===== src/rtl/vending_machine_multi.sv =====
// vending_machine_multi
// Multi-item vending controller. It adds coin credit up to a ceiling and
// vends one of NUM_ITEMS products at per-item prices. Change and refunds
// are paid out one coin per cycle, using the largest coin first.
//
// Ports:
//   clk       - rising-edge clock
//   rst       - asynchronous active-low reset
//   in        - coin code this cycle (00 none, 01 COIN1, 10 COIN2, 11 COIN3)
//   sel       - item index, sampled with sel_valid
//   sel_valid - purchase request strobe
//   cancel    - refund request strobe
//   out       - one-cycle dispense pulse
//   item      - vended item index while out is high, 0 otherwise
//   change    - returned coin code, 00 when no coin
//   credit    - registered credit
//   deny      - one-cycle pulse for a refused purchase
//   reject    - one-cycle pulse for a coin that was not credited
//   busy      - high while vending or paying out change
module vending_machine_multi #(
  parameter int CREDIT_W   = 8,
  parameter int NUM_ITEMS  = 4,
  parameter int SEL_W      = 2,
  parameter logic [NUM_ITEMS*CREDIT_W-1:0] PRICES = {8'd45, 8'd30, 8'd20, 8'd15},
  parameter int COIN1      = 5,
  parameter int COIN2      = 10,
  parameter int COIN3      = 20,
  parameter int MAX_CREDIT = 100
) (
  input  logic                clk,
  input  logic                rst,
  input  logic [1:0]          in,
  input  logic [SEL_W-1:0]    sel,
  input  logic                sel_valid,
  input  logic                cancel,
  output logic                out,
  output logic [SEL_W-1:0]    item,
  output logic [1:0]          change,
  output logic [CREDIT_W-1:0] credit,
  output logic                deny,
  output logic                reject,
  output logic                busy
);

  typedef enum logic [1:0] {COLLECT, VEND, CHANGE} state_t;

  localparam logic [CREDIT_W-1:0] C1      = CREDIT_W'(COIN1);
  localparam logic [CREDIT_W-1:0] C2      = CREDIT_W'(COIN2);
  localparam logic [CREDIT_W-1:0] C3      = CREDIT_W'(COIN3);
  localparam logic [CREDIT_W:0]   MAX_EXT = (CREDIT_W+1)'(MAX_CREDIT);

  state_t              state;
  logic [CREDIT_W-1:0] coin_val;
  logic [CREDIT_W:0]   sum;
  logic                coin_fits;
  logic [CREDIT_W-1:0] price;
  logic                sel_ok;
  logic [1:0]          refund_code;
  logic [CREDIT_W-1:0] refund_val;

  // Value of the inserted coin. The sum has one extra bit so that an
  // overflow past the ceiling cannot wrap around and look affordable.
  always_comb begin
    coin_val = '0;
    case (in)
      2'b01:   coin_val = C1;
      2'b10:   coin_val = C2;
      2'b11:   coin_val = C3;
      default: coin_val = '0;
    endcase
    sum       = {1'b0, credit} + {1'b0, coin_val};
    coin_fits = (sum <= MAX_EXT);
  end

  // Price lookup. An out-of-range select gives price 0. It is refused
  // through sel_ok, so the part-select never goes past the end of PRICES.
  always_comb begin
    price = '0;
    for (int i = 0; i < NUM_ITEMS; i++) begin
      if (sel == SEL_W'(i)) price = PRICES[i*CREDIT_W +: CREDIT_W];
    end
    sel_ok = (32'(sel) < NUM_ITEMS);
  end

  // Largest coin that still fits in the remaining credit. A remainder
  // smaller than COIN1 cannot occur with legal parameters. If one does,
  // it is cleared so the payout still ends.
  always_comb begin
    refund_code = 2'b00;
    refund_val  = credit;
    if (credit >= C3) begin
      refund_code = 2'b11;
      refund_val  = C3;
    end else if (credit >= C2) begin
      refund_code = 2'b10;
      refund_val  = C2;
    end else if (credit >= C1) begin
      refund_code = 2'b01;
      refund_val  = C1;
    end
  end

  // Main controller. All outputs are registered here.
  // out, item, change, deny and reject default to 0 every cycle, so each
  // of them is a single-cycle pulse.
  always_ff @(posedge clk or negedge rst) begin
    if (!rst) begin
      state  <= COLLECT;
      out    <= 1'b0;
      item   <= '0;
      change <= 2'b00;
      credit <= '0;
      deny   <= 1'b0;
      reject <= 1'b0;
      busy   <= 1'b0;
    end else begin
      out    <= 1'b0;
      item   <= '0;
      change <= 2'b00;
      deny   <= 1'b0;
      reject <= 1'b0;
      case (state)
        COLLECT: begin
          if (cancel && credit != '0) begin
            // The first refund coin appears one cycle later, from CHANGE.
            reject <= (in != 2'b00);
            busy   <= 1'b1;
            state  <= CHANGE;
          end else if (sel_valid) begin
            // The purchase is judged on the credit before any coin this
            // cycle. That coin is turned away.
            reject <= (in != 2'b00);
            if (sel_ok && credit >= price) begin
              credit <= credit - price;
              item   <= sel;
              out    <= 1'b1;
              busy   <= 1'b1;
              state  <= VEND;
            end else begin
              deny <= 1'b1;
            end
          end else if (in != 2'b00) begin
            if (coin_fits) credit <= sum[CREDIT_W-1:0];
            else           reject <= 1'b1;
          end
        end
        VEND, CHANGE: begin
          // Leaving VEND pays out the first change coin straight away.
          // CHANGE keeps paying until the credit is empty, then drops busy.
          reject <= (in != 2'b00);
          if (credit != '0) begin
            change <= refund_code;
            credit <= credit - refund_val;
            state  <= CHANGE;
          end else begin
            busy  <= 1'b0;
            state <= COLLECT;
          end
        end
        default: begin
          busy  <= 1'b0;
          state <= COLLECT;
        end
      endcase
    end
  end

endmodule


===== config.mk =====
export PLATFORM = sky130hd
export DESIGN_NAME = vending_machine_multi
export DESIGN_NICKNAME = d
export VERILOG_FILES = /design/src/rtl/vending_machine_multi.sv
export SDC_FILE = /design/constraint.sdc
export NUM_CORES = 1
export LEC_CHECK = 0
export BUFFER_PORTS_ARGS = -buffer_cell sky130_fd_sc_hd__buf_2
export CORE_MARGIN = 3
export CORE_UTILIZATION = 30
export CTS_CLUSTER_DIAMETER = 80
export CTS_CLUSTER_SIZE = 20
export DETAILED_ROUTE_END_ITERATION = 8
export RECOVER_POWER = 50
export REMOVE_ABC_BUFFERS = 1
export SYNTH_ARGS = -nofsm -noshare
export SYNTH_HDL_FRONTEND = slang
export SYNTH_SLANG_ARGS = --single-unit

===== constraint.sdc =====
create_clock -name clk -period 6.45 [get_ports clk]
set_clock_uncertainty 0.05 [all_clocks]
set_input_delay 0.645 -clock clk [delete_from_list [all_inputs] [get_ports clk]]
set_output_delay 0.645 -clock clk [all_outputs]
set_load 0.02 [all_outputs]

After elaboration in Yosys (flattened, before gate mapping) --
Cells that the tools add are included.
Cells by class: eq/ne operators 16, multiplexer cells 47, reduce and logical (&&, ||, !) cells 10, add/sub/neg operators 3, order comparisons 5
Operator list (count):
- 2-to-1 mux 8 bit | 12
- 2-to-1 mux 2 bit | 12
- 2-to-1 mux 1 bit | 17
- case mux 8 bit (2 select lines) | 1
- subtractor 8 bit | 2
- inequality test 3 bit, second input constant | 5
- case mux 5 bit (3 select lines) | 1
- equality test 2 bit, second input constant | 5
- adder 8 x 8 -> 9 bit | 1
- less-or-equal comparator 9 x 7 -> 1 bit, second input constant | 1
- >= comparator 8 x 3 -> 1 bit, second input constant | 1
- >= comparator 8 x 4 -> 1 bit, second input constant | 1
- >= comparator 8 x 5 -> 1 bit, second input constant | 1
- >= comparator 8 bit | 1
- nonzero test 8 bit | 1
- equality test 2 x 1 -> 1 bit, second input constant | 3
- inequality test 2 bit, second input constant | 3
- AND reduction 6 bit | 1
- logical NOT 2 bit | 2
- 2-to-1 mux 4 bit | 1
- case mux 1 bit (2 select lines) | 2
- case mux 2 bit (2 select lines) | 1
- nonzero test 2 bit | 2
- AND reduction 3 bit | 1
- 3 further kinds | 3
Word-level totals: output and inout bits 16, register bits after elaboration 18, word-level logic and storage cells 89

Logic depth before layout (Yosys ltp) --
Gate-level depths: netlist of run 1.
depth after elaboration 10, depth in mapped cells 15, mapped depth without buffers 14

Worst setup path after synthesis of run 1 --
No wires, ideal clock.
path type register -> register, start register credit[6], end register credit[6], data arrival time 2.973 ns, cell stages (with the launch flop) 15, path slack 3.302 ns, clock period less this slack 3.148 ns, setup time 0.125 ns, path through dfrtp_1 -> clkbuf_1 -> or3_1 -> nor2_1 -> and3_1 -> ha_1 -> inv_1 -> fa_1 -> a21o_1 -> a21oi_1 -> o21bai_1 -> a21oi_1 -> xor2_1 -> o21ai_0 -> mux2_2
Between the ends: longest elaborated chain between the ends 7, elaborated cells on any way between the ends 25, those cells by class 3 x add/sub; 5 x order compare; 4 x eq/ne; 10 x mux; 3 x reduce/logical
Ends and longest elaborated chain:
- start, declared | RTL line 39 | output logic [CREDIT_W-1:0] credit,
- start signal, assigned | RTL line 134 | credit <= credit - price;
- start signal, assigned | RTL line 143 | if (coin_fits) credit <= sum[CREDIT_W-1:0];
- start signal, assigned | RTL line 153 | credit <= credit - refund_val;
- >= comparator 8 x 3 -> 1 bit | RTL line 97 | end else if (credit >= C1) begin
- 2-to-1 mux 8 bit | RTL line 97
- 2-to-1 mux 8 bit | RTL line 94 | end else if (credit >= C2) begin
- 2-to-1 mux 8 bit | RTL line 91 | if (credit >= C3) begin
- subtractor 8 bit | RTL line 153
- 2-to-1 mux 8 bit | RTL line 151 | if (credit != '0) begin
- case mux 8 bit (2 select lines) | RTL line 122 | case (state)
Several ways; a longest one is shown, not always the timed one. The select of a mux whose other input is x is not followed. A chain may end at the register's enable or synchronous reset.

Final worst setup path of run 1 --
start input port in[1], end register credit[6]
Between the ends: longest elaborated chain between the ends 8, elaborated cells on any way between the ends 15, those cells by class 1 x add/sub; 1 x order compare; 5 x eq/ne; 6 x mux; 2 x reduce/logical
Ends and longest elaborated chain:
- start, declared | RTL line 32 | input logic [1:0] in,
- branches (longest 8 deep; another with adder 8 x 8 -> 9 bit)
Several ways; the timed one is not identified. The select of a mux whose other input is x is not followed.

==> results.cfg, run 1 <==
[sta]
rsz0062_at_grt = false
slew-limit-headroom_pct = 33.60
setup_viol = 0
tightest_slew_ns = 0.9960
setup-tns-final_ns = 0
slew_violations = 0
period_needed_ns = 3.470
setup_ws_ns = 2.980
finalHoldViolCount = 0
period_share_pct = 53.81
fmax_ghz = 0.2881

[run]
maxCapViolations = 0

[global_route]
grt_pass1_wl_um = 8866
antenna_found_initial = 0
grt_max_degree = 19
grt_usage_pct = 14.56
overflow = 0
grt_pass1_vias = 1792

[setup_path]
worstSetupPathType = input pin to flip-flop
cp-start-kind = input pin
worst_ep_required_time_ns = 6.54
crit_fanout = 11
arrival_ns = 3.56
critPathCaptureType = flip-flop

[cts]
ctsResizeCount = 0
cts_root_buf = clkbuf_8
cts_hold_buf = 0
clock-sinks = 18
cts_made_buffers = 3
postCtsSetupBuffers = 0
clk_latency_ns = 0.25
cts.clk_slew.worst_paths_ns = 0.07
clock_path_buffers = 2
cts_tree = yes
cts_max_level = 1

[route]
viasPerCell = 5.462
vias = 1808
drc = 0
drt-pass1-iter-count = 4
drt.antenna.violating_nets = 0
drt_wl_total_um = 5199
first_iter_violations = 103
wl_per_cell_um = 15.71

[place]
place_ws_ns = 2.743
place_congestion = 0.8940
port_buffers = 23
dp.final_hpwl_um = 4075

[yosys]
synthAdderAreaFrac_pct = 16.01
ys_warn_count = 0
synth-compound-area-share_pct = 27.38
yosys.area_share.simple_pct = 17.73
netlist.area_leader.share_pct = 22.87
syn_inst = 238
async_flop_share_pct = 100.0
netlist_area_mm2 = 0.001969
yosys-top-cells-area = dfrtp_1 (23%), ha_1 (14%), a21oi_1 (4.3%)
synth_xor_area_share_pct = 5.337
synth_area_leader_cell = dfrtp_1
synth_area_per_cell_um2 = 8.275
synth.area.mux_share_pct = 5.019
synth_edf_count = 0
synth.distinct_cells = 49
ys_seq_area_share_pct = 22.87
synth_flop_cell = dfrtp_1
ys_ff_latch = 18
synth_top_family_by_area = compound AO/OA/AOI/OAI gates

[power]
ir_drop_mv = 0.1793
leakage_nw = 0.9754
p_per_area_mw_per_mm2 = 580.3

[finish]
area_growth_syn_to_layout_pct = 10.61
final_common_cell = ha_1
final_cell_mix = ha_1 (22), dfrtp_1 (18), nor2_1 (17), o21ai_0 (17), a21oi_1 (17)
layout-drive-gt1-share_pct = 11.33
n_antenna_cell = 0
nets = 289

[die]
fp.dieW_um = 87.02
pin_count = 24
initial_utilization_pct = 32.12
rows = 28
die_h_um = 87.02
dieArea_mm2 = 0.007572
core_region_area_mm2 = 0.006131

[run_status]
status = completed

[min_path]
hp-class = flip-flop to flip-flop
[cell families after synthesis]
family	Yosys count
compound gates	78
simple gates	70
buf+inv	26
fa+ha+maj	24
flops	18
xor+xnor	12
mux	9
other cells	1
[state kept, by name, summed over array words and instances, names as in the netlist]
| signal | flops |
|---|---|
| deny | 1 |
| busy | 1 |
| item | 2 |
| change | 2 |
| state | 2 |
| out | 1 |
| reject | 1 |
| credit | 8 |
[layout make-up]
type	instances	area (um2)
multi-input combinational	195	1415
timing repair buffer	23	103.9
clock buffer	4	55.05
fill	641	3953
inverter	16	60.06
sequential	18	450.4
tap	75	93.84
[Yosys cell counts, drive strengths merged, types with 6 or more instances]
cell	instances
nand2	16
mux2	7
a21o	6
a21oi	17
nor2	17
dfrtp	18
o21ai	18
nor3	8
inv	16
xor2	7
ha	22
nor2b	6
clkbuf	6
[critical path, stage by stage]
cell and delay, ns:
buf_2 0.12, nor2b_1 0.57, xor2_1 0.15, ha_1 0.26
a221o_1 0.40, o21ai_2 0.10, xnor2_1 0.11, o311a_4 0.39
o31ai_4 0.44, mux2_2 0.38
[power breakdown]
part / switching (W) / internal, W
clock: 0.0000380 / 0.0000541
combinational: 0.000507 / 0.000395
sequential: 0.000106 / 0.000164
[worst paths after layout]
check | start | slack [ns] | end | cells after the start
worst min register to register | busy$_DFFE_PN0P_ | 0.44 | busy$_DFFE_PN0P_ | 1
min in group asynchronous | rst | 0.49 | credit[7]$_DFFE_PN0P_ | 1
worst max register to register | credit[3]$_DFFE_PN0P_ | 2.99 | credit[7]$_DFFE_PN0P_ | 12
worst min-delay path | busy$_DFFE_PN0P_ | 0.44 | busy$_DFFE_PN0P_ | 1
worst max-delay path | in[1] | 2.98 | credit[6]$_DFFE_PN0P_ | 10
max in group asynchronous | rst | 5.26 | reject$_DFF_PN0_ | 1
[per-stage QoR]
step | utilization (%) | instance area [um2] | hold WS [ns] | total power (W) | std cells
6_report | 35.53 | 2178 | 0.4437 | 0.001264 | 331
5_1_grt | 35.53 | 2178 | 0.4669 | 0.001393 | 331
4_1_cts | 35.71 | 2190 | 0.2838 | 0.001270 | 331
3_5_place_dp | 34.82 | 2135 | 0.4255 | 0.001170 | 327
3_3_place_gp | 34.82 | 2135 | 0.4276 | 0.001165 | 327
2_1_floorplan | - | 1926 | 0.2994 | 0.0009356 | 229
[routing by layer]
metal / wire, um / GRT usage (%)
met1: 2484 / 19.47
met2: 2441 / 24.64
met3: 175 / 1.514
met4: 98 / 4.249
met5: 0 / 0
(Power assumes the default switching activity.)
==> inputs of run 2 (changes only) <==
==> constraint.sdc (replaced) <==
create_clock -name clk -period 2.9 [get_ports clk]
set_clock_uncertainty 0.05 [all_clocks]
set_input_delay 0.29 -clock clk [delete_from_list [all_inputs] [get_ports clk]]
set_output_delay 0.29 -clock clk [all_outputs]
set_load 0.02 [all_outputs]
==> run 2 against run 1 <==
Effect of this change:
- the run now ends with setup timing left
- utilization rose by 8.3 points
- worst setup slack got worse by 3.0 ns
- sequential share of layout area fell by 3.8 points
- clock power increased by 120%
- critical path depth increased by 3
- critical path type is now flip-flop to flip-flop
- count of clock-buffer cells in the layout unchanged
- die area unchanged
- power rose to 2.8 times the previous value
- sequential power rose by 72%
- critical endpoint unchanged
- global-route usage rose by 0.44 points
==> results.cfg, run 2 (same netlist as run 1, synthesis figures left out) <==
[run_status]
violations = setup timing
status = finished with violations

[die]
dieArea_mm2 = 0.007572
pin_count = 24
core_region_area_mm2 = 0.006131
rows = 28
initial_utilization_pct = 32.12
fp.dieW_um = 87.02
die_h_um = 87.02

[cts]
cts_max_level = 1
clock_path_buffers = 2
clock-sinks = 18
cts_tree = yes
cts_made_buffers = 3
clk_latency_ns = 0.25
cts_root_buf = clkbuf_8
cts.clk_slew.worst_paths_ns = 0.07

[setup_path]
cp-start-kind = flip-flop
max_stage_delay_ns = 0.41
crit_fanout = 3
timing.critical_path.mode_cell = a21oi_2
critPathCaptureType = flip-flop
worstPathCellList = or3_4 > nor2_4 > and3_4 > ha_4 > inv_1 > fa_2 > a21o_1 > a21oi_2 > o21bai_1 > a21oi_2 > xor2_1 > o21ai_1 > mux2_2
worst_path_max_delay_cell = or3_4
worstSetupPathType = flip-flop to flip-flop
worst_ep_required_time_ns = 2.99
arrival_ns = 3.06

[sta]
period_needed_ns = 2.965
period_share_pct = 102.3
slew_violations = 0
setup_ws_ns = -0.06526
rsz0062_at_grt = true
tightest_slew_ns = 0.9473
setup_viol = 1
setup-tns-final_ns = -0.06526
slew-limit-headroom_pct = 36.84
finalHoldViolCount = 0
fmax_ghz = 0.3372

[route]
drc = 0
wl_per_cell_um = 15.40
drt.antenna.violating_nets = 0
drt-pass1-iter-count = 4
viasPerCell = 5.306
drt_wl_total_um = 5883
vias = 2027
first_iter_violations = 166

[finish]
largest_reg_flops = 8
nFillCells = 606
largest-register = credit
nets = 340
multi_input_area_mm2 = 0.001513
regArea_um2 = 452.9
n_antenna_cell = 0
area_growth_syn_to_layout_pct = 36.40
final_common_cell = buf_4
final_cell_mix = buf_4 (47), ha_1 (20)
layout-drive-gt1-share_pct = 32.25

[power]
p_int_w = 0.001889
clkPwrFrac_pct = 5.8
switching_power_w = 0.001681
leakage_nw = 1.249
p_per_area_mw_per_mm2 = 1329
p_comb_share_pct = 81.2
p_seq_share_pct = 13.0
power.total_w = 0.003570
ir_drop_mv = 0.4454
p_sw_share_pct = 47.10

[place]
dp.final_hpwl_um = 4538
place_congestion = 0.8862
port_buffers = 23

[run]
maxCapViolations = 0

[global_route]
grt_max_degree = 19
grt_usage_pct = 15.00
overflow = 0
grt_pass1_wl_um = 9039
grt_pass1_vias = 1855
antenna_found_initial = 0

[min_path]
hp-class = input pin to flip-flop
==> run 2: worst paths after layout <==
kind	cells after the start	end	slack (ns)	start
setup / recovery	13	credit[6]$_DFFE_PN0P_	-0.07	credit[6]$_DFFE_PN0P_
hold / removal	3	item[1]$_DFF_PN0_	0.26	sel[1]
setup reg to reg	13	credit[6]$_DFFE_PN0P_	-0.07	credit[6]$_DFFE_PN0P_
hold reg to reg	1	busy$_DFFE_PN0P_	0.44	busy$_DFFE_PN0P_
max in group asynchronous	2	credit[1]$_DFFE_PN0P_	1.52	rst
min in group asynchronous	2	item[1]$_DFF_PN0_	0.64	rst
==> run 2: timing repair <==
item,CTS,global route
pin swaps,3,12
setup endpoints to repair,7,7
buffers inserted,0,9
hold buffers,1,0
gates resized for setup,6,20
hold endpoints to repair,18,0
==> run 2: power by group through the flow <==
stage	combinational, W	clock (W)	sequential [W]
after global placement	0.00257	0	0.000459
final	0.00290	0.000207	0.000464
after floorplan	0.00145	0	0.000634
after global routing	0.00315	0.000216	0.000478
after detailed placement	0.00259	0	0.000464
after CTS	0.00266	0.000211	0.000462
==> run 2: cell type report <==
type / count / area share, %
clock buffers: 4 / 2.049
inverters: 16 / 2.236
well taps: 75 / 3.493
repair buffers: 74 / 19.05
multi-input cells: 195 / 56.31
flip-flops and latches: 18 / 16.86
==> run 2: worst max-delay path: cells and delay by family (launching register included) <==
family / cells / cell delay (ns)
adders and majority gates: 2 / 0.50
and+or+nand+nor: 3 / 0.72
DFF: 1 / 0.40
muxes: 1 / 0.27
xor gates and xnor gates: 1 / 0.16
buffers and inverters: 1 / 0.05
AOI/OAI and AO/OA: 5 / 0.72
==> run 2: metrics by stage <==
stage               worst slack (ns)  util [%]  std cells  area, um2  hold WS [ns]
floorplan                    -0.1415         -        229       1926      -0.05559
detailed placement           -0.1138     40.04        368       2455        0.1922
finish                      -0.06526     43.82        382       2686        0.2575
global route                 -0.1744     43.82        382       2686        0.2753
global placement            -0.02852     40.04        368       2455        0.1846
CTS                        -0.004639     41.45        373       2541        0.2584
==> run 2: metal layers <==
| metal | share of wire [%] | global-route usage, % | vias to the layer above |
|---|---|---|---|
| li1 | - | - | 1007 |
| met1 | 48 | 21.21 | 940 |
| met2 | 46 | 23.12 | 62 |
| met3 | 4.1 | 1.892 | 18 |
| met4 | 2.4 | 5.666 | 0 |
| met5 | 0 | 0 | - |
==> inputs of run 3 (changes only) <==
--- a/config.mk
+++ b/config.mk
@@ -6,7 +6,7 @@
 export NUM_CORES = 1
 export LEC_CHECK = 0
 export BUFFER_PORTS_ARGS = -buffer_cell sky130_fd_sc_hd__buf_2
-export CORE_MARGIN = 3
+export CORE_MARGIN = 10
 export CORE_UTILIZATION = 30
 export CTS_CLUSTER_DIAMETER = 80
 export CTS_CLUSTER_SIZE = 20
==> run 3 against run 2 <==
Effect of this change:
- the flow still finishes with violations (setup timing)
- combinational power is 2% higher
- critical path depth unchanged
- global-route usage decreased by 3.4 points
- sequential share of layout area is 0.48 points lower
- die area is 35% higher
- wire length rose by 5.5%
- utilization is 0.51 points lower
- final area up 2.4%
- register-to-register slack got worse by 0.03 ns
- critical path type unchanged
==> results.cfg, run 3 (same netlist as run 1, synthesis figures left out) <==
[finish]
final_cells = 394
largest-register = credit
final_util_pct = 43.31
largest_reg_flops = 8
final_common_cell = buf_4
final_cell_mix = buf_4 (59), ha_1 (21), dfrtp_1 (18), buf_2 (17)
layout-drive-gt1-share_pct = 34.07
n_antenna_cell = 0
nets = 350
final_cell_area_mm2 = 0.002750
area_growth_syn_to_layout_pct = 39.64

[power]
p_per_area_mw_per_mm2 = 1315
p_comb_share_pct = 81.5
ir_drop_mv = 0.4904
clkPwrFrac_pct = 5.8
p_int_w = 0.001926
power.total_w = 0.003615
p_sw_share_pct = 46.72
leakage_nw = 1.304
p_seq_share_pct = 12.7
switching_power_w = 0.001689

[place]
dp.cells = 373
place_congestion = 0.8575
port_buffers = 23
dpl_cell_area_mm2 = 0.002467
dp.final_hpwl_um = 4772

[route]
wl_per_cell_um = 15.76
drt.antenna.violating_nets = 0
first_iter_violations = 96
drt_wl_total_um = 6209
vias = 2023
drt-pass1-iter-count = 4
viasPerCell = 5.135
drc = 0

[cts]
cts.clk_slew.worst_paths_ns = 0.08
cts_max_level = 1
cts_tree = yes
cts_made_buffers = 3
cts_root_buf = clkbuf_8
clk_latency_ns = 0.26
clock-sinks = 18
clock_path_buffers = 2

[sta]
fmax_ghz = 0.3339
setup_ws_ns = -0.09479
slew-limit-headroom_pct = 33.46
tightest_slew_ns = 0.9982
finalHoldViolCount = 0
rsz0062_at_grt = true
period_needed_ns = 2.995
setup_viol = 1
slew_violations = 0
period_share_pct = 103.3

[setup_path]
cp_top_family = simple AND/OR/NAND/NOR gates
startpoint = credit[6]$_DFFE_PN0P_
cp.buffers_inverters = 1
worst_path_max_delay_cell = dfrtp_1
max_stage_delay_ns = 0.44
crit-reg2reg-launch = credit[6]$_DFFE_PN0P_
worstPathCellList = or3_4 > nor2_4 > and3_4 > ha_4 > inv_2 > fa_2 > a21o_1 > a21oi_2 > o21bai_1 > a21oi_1 > xor2_1 > o21ai_1 > mux2_4
crit_fanout = 4
rrSetupSlack_ns = -0.09
cp-start-kind = flip-flop
r2r-end = credit[6]$_DFFE_PN0P_
reg2reg_depth = 13
arrival_ns = 3.10
worstSetupPathType = flip-flop to flip-flop
worst_ep_required_time_ns = 3.00
critPathCaptureType = flip-flop

[die]
core_region_area_mm2 = 0.006350
initial_utilization_pct = 31.01
fp.dieW_um = 101.0
dieArea_mm2 = 0.01021
pin_count = 24
rows = 29
die_h_um = 101.0

[global_route]
antenna_found_initial = 0
grt_use_met2_pct = 20.20
grt_usage_pct = 11.56
grt_util_met1_pct = 13.66
grt_util_met3_pct = 3.224
grt_max_degree = 19
grt_pass1_vias = 2038
grt-busiest-layer = met2
grt_pass1_wl_um = 9556
overflow = 0

[min_path]
min_path_cells = 3
hp-class = input pin to flip-flop
holdCritStartpoint = cancel
hold_end = deny$_DFF_PN0_

[run]
maxCapViolations = 0

[run_status]
violations = setup timing
status = finished with violations
==> run 3: worst register-to-register path, stage by stage (launching register included) <==
cell,delay (ns)
dfrtp_1,0.44
or3_4,0.42
nor2_4,0.11
and3_4,0.21
ha_4,0.14
inv_2,0.04
fa_2,0.33
a21o_1,0.19
a21oi_2,0.16
o21bai_1,0.11
a21oi_1,0.18
xor2_1,0.17
o21ai_1,0.07
mux2_4,0.26
==> run 3: power by group through the flow <==
stage               clock network, W  logic (W)  registers, W
floorplan                          0    0.00145      0.000634
global placement                   0    0.00255      0.000451
detailed placement                 0    0.00258      0.000452
CTS                         0.000211    0.00269      0.000448
global route                0.000225    0.00321      0.000473
finish                      0.000211    0.00295      0.000459
==> run 3: worst max path at each step <==
stage | cells after the start | endpoint
floorplan | 13 | credit[6]$_DFFE_PN0P_
global placement | 13 | credit[6]$_DFFE_PN0P_
detailed placement | 13 | credit[6]$_DFFE_PN0P_
CTS | 13 | credit[6]$_DFFE_PN0P_
global route | 13 | credit[6]$_DFFE_PN0P_
finish | 13 | credit[6]$_DFFE_PN0P_
==> run 3: cell type report <==
class	instances	area (um2)
fillers	604	3600
clock buffers	4	55.05
flip-flops and latches	18	450.4
repair buffers	84	580.6
multi-input cells	195	1508
well taps	77	96.34
inverters	16	60.06
==> run 3: through the flow <==
step / worst slack [ns] / hold WS [ns] / setup TNS (ns)
after floorplan: -0.1415 / -0.05559 / -0.6116
after detailed placement: -0.1801 / 0.1992 / -0.4230
final: -0.09479 / 0.3153 / -0.09479
after global placement: -0.1662 / 0.1893 / -0.1903
after CTS: -0.007500 / 0.3094 / -0.007500
after global routing: -0.2458 / 0.3125 / -0.5222
==> run 3: what timing repair did <==
| item | CTS | global route |
|---|---|---|
| cloned | 0 | 0 |
| hold buffers | 1 | 0 |
| buffers inserted | 7 | 9 |
| endpoints found under the setup margin | 3 | 7 |
| pin swaps | 3 | 13 |
| endpoints found under the hold margin | 18 | 0 |
| resized for setup | 7 | 16 |
==> run 3: metal layers <==
metal	vias to the layer above	part of all wire, %
met5	-	0
met4	0	1.6
met3	8	6.2
met2	44	49
met1	944	43
li1	1027	-
